===== config.mk =====
export PLATFORM = sky130hd
export DESIGN_NAME = frame_datagram_sync
export DESIGN_NICKNAME = d
export VERILOG_FILES = /design/src/rtl/frame_datagram_sync.sv
export SDC_FILE = /design/constraint.sdc
export NUM_CORES = 1
export LEC_CHECK = 0
export CELL_PAD_IN_SITES_DETAIL_PLACEMENT = 1
export CELL_PAD_IN_SITES_GLOBAL_PLACEMENT = 2
export CORE_MARGIN = 1.5
export CORE_UTILIZATION = 29
export DETAILED_ROUTE_END_ITERATION = 7
export PLACE_DENSITY = 0.87
export SETUP_SLACK_MARGIN = 0.15
export SLEW_MARGIN = 0
export SYNTH_ARGS = -nofsm -noshare
export SYNTH_HDL_FRONTEND = slang
export SYNTH_SLANG_ARGS = --single-unit

===== constraint.sdc =====
create_clock -name clk -period 3.52 [get_ports clk]
set_input_delay 0.704 -clock clk [delete_from_list [all_inputs] [get_ports clk]]
set_output_delay 0.704 -clock clk [all_outputs]
set_load 0.05 [all_outputs]

===== src/rtl/frame_datagram_sync.sv =====
// frame_datagram_sync: holds a game-core datagram and commits it to the
// quadrant outputs only on a synchronised vblank rising edge.
// Ports: clk, rst (sync, active-high); in_valid/in_ready/in_datagram offer;
// vblank level; overrun_clr; datagram_out, commit_pulse, frame_count, overrun.
// MESSAGE_SIZE defaults to the constants.svh datagram width (12 bits).
// Macro OVERWRITE_PENDING_EN: a new offer may replace a pending datagram.
module frame_datagram_sync #(
   parameter int MESSAGE_SIZE = 12,
   parameter int SYNC_STAGES  = 2
) (
   input  logic                    clk,
   input  logic                    rst,
   input  logic                    in_valid,
   output logic                    in_ready,
   input  logic [MESSAGE_SIZE-1:0] in_datagram,
   input  logic                    vblank,
   input  logic                    overrun_clr,
   output logic [MESSAGE_SIZE-1:0] datagram_out,
   output logic                    commit_pulse,
   output logic [7:0]              frame_count,
   output logic                    overrun
);

   typedef enum logic [1:0] {
      IDLE,
      PENDING,
      COMMIT
   } state_t;

   state_t                  state;
   logic [MESSAGE_SIZE-1:0] staging;
   logic [SYNC_STAGES-1:0]  sync_q;
   logic [SYNC_STAGES-1:0]  fill_q;
   logic                    synced;
   logic                    settled;
   logic                    vb_prev;
   logic                    armed;
   logic                    vb_rise;
   logic                    xfer;

   assign synced  = sync_q[SYNC_STAGES-1];
   assign settled = fill_q[SYNC_STAGES-1];

`ifdef OVERWRITE_PENDING_EN
   assign in_ready = !rst && (state == IDLE || state == PENDING);
`else
   assign in_ready = !rst && (state == IDLE);
`endif

   assign xfer = in_valid && in_ready;

   // fill_q marks when the chain holds real samples rather than reset
   // zeros; a rise is only armed once a real low has been seen, so a
   // vblank already high at reset release is ignored.
   always_ff @(posedge clk) begin
      if (rst) begin
         sync_q  <= '0;
         fill_q  <= '0;
         vb_prev <= 1'b0;
         armed   <= 1'b0;
         vb_rise <= 1'b0;
      end else begin
         sync_q  <= {sync_q[SYNC_STAGES-2:0], vblank};
         fill_q  <= {fill_q[SYNC_STAGES-2:0], 1'b1};
         vb_prev <= synced;
         armed   <= armed | (settled & ~synced);
         vb_rise <= settled & armed & synced & ~vb_prev;
      end
   end

   always_ff @(posedge clk) begin
      if (rst) begin
         state        <= IDLE;
         staging      <= '0;
         datagram_out <= '0;
         commit_pulse <= 1'b0;
         frame_count  <= 8'd0;
      end else begin
         commit_pulse <= 1'b0;
         if (vb_rise)
            frame_count <= frame_count + 8'd1;
         unique case (state)
            IDLE: begin
               // a rise coinciding with acceptance belongs to this frame,
               // so the datagram waits for the next one
               if (xfer) begin
                  staging <= in_datagram;
                  state   <= PENDING;
               end
            end
            PENDING: begin
`ifdef OVERWRITE_PENDING_EN
               if (xfer)
                  staging <= in_datagram;
               if (vb_rise) begin
                  datagram_out <= xfer ? in_datagram : staging;
                  commit_pulse <= 1'b1;
                  state        <= COMMIT;
               end
`else
               if (vb_rise) begin
                  datagram_out <= staging;
                  commit_pulse <= 1'b1;
                  state        <= COMMIT;
               end
`endif
            end
            COMMIT: begin
               state <= IDLE;
            end
            default: begin
               state <= IDLE;
            end
         endcase
      end
   end

`ifdef OVERWRITE_PENDING_EN
   // set has priority over clear
   always_ff @(posedge clk) begin
      if (rst)
         overrun <= 1'b0;
      else if (state == PENDING && xfer)
         overrun <= 1'b1;
      else if (overrun_clr)
         overrun <= 1'b0;
   end
`else
   logic unused_overrun_clr;
   assign unused_overrun_clr = overrun_clr;
   assign overrun = 1'b0;
`endif

endmodule


# Word-level counts from Yosys, hierarchy flattened
# Index checks and enable logic that the tools add are counted.
word_totals:
  register_bits: 42
  latchBits: 0
  ramBits: 0
  romBits: 0
  n_memories: 0
op_classes:
  addsub: 1
  multipliers: 0
  div: 0
  order_cmp: 0
  n_eq_ne: 3
  n_shift: 0
  mux: 5
  bitwise: 8
  reduce_logical: 8
op_table:
  columns: ["operator", "count"]
  rows:
  - ["8-bit by 1-bit adder with 8-bit output, second input constant", 1]
  - ["2-bit AND reduction", 3]
  - ["1-bit bitwise AND", 4]
  - ["2-bit 2-to-1 mux", 2]
  - ["2-bit != test, second input constant", 2]
  - ["2-bit case mux with 2 select lines", 1]
  - ["1-bit inverter", 3]
  - ["2-bit by 1-bit equality test with 1-bit output, second input constant", 1]
  - ["1-bit logical AND", 2]
  - ["2-bit zero test", 1]
  - ["1-bit 2-to-1 mux", 2]
  - ["2-bit OR reduction", 1]
  - ["1-bit zero test", 1]
  - ["1-bit bitwise OR", 1]

# Logic depth before layout (Yosys ltp)
depth:
  word_depth: 5
  mapped_depth: 5
  ltp_nobuf: 4

# Worst setup path after synthesis
# OpenSTA, ideal clock, no wires.
synth_path:
  kind: "input-to-output"
  from: "input rst"
  to: "output in_ready"
  arrival_ps: 2098
  required_ps: 2816
  slack_ps: 718
  path_stages: 3
  n_path_buf: 2
  cell_sequence: "buf_2 > clkbuf_1 > nor3_1"
synth_via:
  elab_chain_len: 2
synth_rtl:
  columns: ["item", "line_no", "text"]
  rows:
  - ["start, declared", "12", "input logic rst,"]
  - ["1-bit zero test", "47", "assign in_ready = !rst && (state == IDLE);"]
  - ["1-bit logical AND", "47", null]
  - ["end, declared", "14", "output logic in_ready,"]
# No other way between the ends.

# Worst setup path in the final report
# Same ends and word-level chain as after synthesis.

==> impl_metrics.ini <==
[cells_and_area]
nNetsFinal = 226
area_growth_syn_to_layout_pct = 34.9
drive_above_1_share = 0.0574
fillers = 579
diodes = 0
design_area_sq_mm = 0.00202
seq_area_sq_um = 841
multi_input_area_sq_um = 587

[floorplanning]
fp.dieW_microns = 74.9
initial_core_util = 0.309
fp.dieH_microns = 74.9
io_pins = 40
core_sq_mm = 0.00485
rows = 25
die_area_sq_mm = 0.00561

[pwr]
peakVddDrop_mv = 0.192
power_leakage_nw = 0.698
power_uw = 910
p_per_area_mw_per_mm2 = 449

[global_routing]
grt_start_max_net_pins = 38
grt_pass1_vias = 1149
gr-usage-met3 = 0.0442
use_met2 = 0.198
grtUsageMet1 = 0.155
grt-busiest-layer = met2
grt_overflow_total = 0
grt_pass1_wl_microns = 5220
globalRouteTotalUtil = 0.125
antenna_found_initial = 0

[cts]
cts-buffers-inserted = 5
ctsResizeCount = 0
cts_tree = done
cts_setup_buffers = 0
postCtsHoldBufs = 0
path_clk_slew_ns = 0.07
cts_max_level = 2
cts_root_buffer = clkbuf_8
clockBufferDepth = 2
clk_latency_ns = 0.29
cts_sinks = 42

[synthesis]
ys.flop_type = dfxtp_1
ys_ff_latch = 42
yosys-top-cells-area = dfxtp_1 56%, nand2_1 13%, a21oi_1 9.0%
yosys.area.top_type = dfxtp_1
postSynthAreaPerCell_sq_um = 8.67
synth.distinct_cells = 28
synth_top_area_frac = 0.560
seq_area_frac_synth = 0.560
ys_warn_count = 0
synth_cells = 173
async_flop_share = 0
syn-cell-area_sq_mm = 0.00150
synth_nets = 191
synth_edf_count = 0

[sta]
fin_crit_sh = 0.721
finalSetupViolations = 0
final_hold_viol_count = 0
setup_tns_ns = 0
clock_skew_ns = 0.00387
tightest_slew_ns = 0.578
layout_min_cycle_time_ns = 2.54
slew_headroom = 0.613
drv_slew = 0
timing.fmax_mhz = 394
rsz0062_at_grt = false
layout_setup_ws_ns = 0.983

[min_path]
hold_depth = 1
hold_path_class = register to register
hold_start = vb_prev

[setup_path]
cp-end-kind = output port
critical_path.endpoint = in_ready
cp_max_fo = 8
cp-startpoint = rst
reg2reg_depth = 3
start_kind = input port
r2r_slack_ns = 2.05
cp.required_ns = 2.82
r2r-end = datagram_out[7]
r2r-start = vb_rise
worstPathArrival_ns = 1.83
crit_type = input port to output port

[placed_design]
port_buffers = 37
place_area_sq_mm = 0.00192
globalplace.congestion = 0.715
post-dp-hpwl_microns = 2280
post-place-ws_ns = 0.943

[outcome]
status = finished, final reports clean

[route]
drtAntennaViolNets = 0
wl_microns = 3290
dr.pass1.iters = 4
vias = 1217
drtIter0Drc = 45
routed_via_density = 4.41
avgRoutedWirePerCell_microns = 11.9
drc = 0

[run]
max_cap_viol_count = 0
[metrics by stage]
stage                util  hold slack, ns  instances
finish              0.418           0.385        276
global route        0.418           0.406        276
CTS                 0.418           0.390        276
detailed placement  0.396           0.379        268
global placement    0.396           0.373        268
floorplan               -           0.367        173
[sequential cells by signal (all words and copies together) (netlist names)]
name          flops
armed             1
commit_pulse      1
datagram_out     12
fill_q            2
frame_count       8
staging          12
state             2
sync_q            2
vb_prev           1
vb_rise           1
[cell families (layout without fill, tap and decap cells)]
| group | Yosys count | count (layout) | synth area share |
|---|---|---|---|
| AND/OR/NAND/NOR | 78 | 78 | 0.235 |
| flip-flops | 42 | 42 | 0.560 |
| AO/OA/AOI/OAI | 31 | 31 | 0.108 |
| buffers and inverters | 14 | 50 | 0.0484 |
| XOR/XNOR | 4 | 4 | 0.0234 |
| multiplexers | 2 | 2 | 0.0133 |
| adder cells (fa/ha/maj) | 1 | 1 | 0.00834 |
| other | 1 | 1 | 0.00250 |
[worst min path at each step]
stage,endpoint,slack (ns)
global placement,vb_rise,0.37
global route,vb_rise,0.41
detailed placement,vb_rise,0.38
finish,vb_rise,0.39
CTS,vb_rise,0.39
floorplan,vb_rise,0.37
[cell type report]
type,instances,area share
flip-flops and latches,42,0.415
well taps,67,0.0414
clock inverters,1,0.0148
multi-input cells,117,0.290
inverters,3,0.00556
repair buffers,39,0.195
clock buffers,7,0.0377
[per-layer routing]
metal	up-vias	wire length, microns
met5	-	0
met1	551	1580
li1	629	-
met4	0	49
met3	5	205
met2	32	1460
[cells in the mapped netlist (2+ instances only)]
cell      count
nand2_1      52
nor3_1        2
dfxtp_1      42
nor2_1        9
a21oi_1      27
xor2_1        3
o31ai_1       2
nor2b_1       4
mux2i_1       2
buf_4         2
inv_1         3
nand4_1       3
clkbuf_1      4
buf_2         4
[where the power goes]
| group | internal [mW] | switching, mW |
|---|---|---|
| clock network | 0.212 | 0.153 |
| registers | 0.485 | 0.00536 |
| logic | 0.0275 | 0.0269 |
| total | 0.724 | 0.185 |
[placed cells by master, fill, tap and decap left out, drive strengths merged]
cell type and instances:
a21oi 27, and3b 1, buf 3, bufinv 1
clkbuf 7, clkdlybuf4s50 36, conb 1, dfxtp 42
ha 1, inv 3, mux2i 2, nand2 52
nand3 1, nand3b 1, nand4 3, nor2 9
nor2b 4, nor3 2, nor4b 1, o211ai 1
o21ai 1, o31ai 2, or2 1, or3 1
or4 1, or4b 1, xnor2 1, xor2 3
[worst max-delay path, cell delays in order]
cell             delay, ns
clkdlybuf4s50_1       0.57
nor3_1                0.37
buf_12                0.19
No activity file was read; power rests on OpenSTA's default activity.
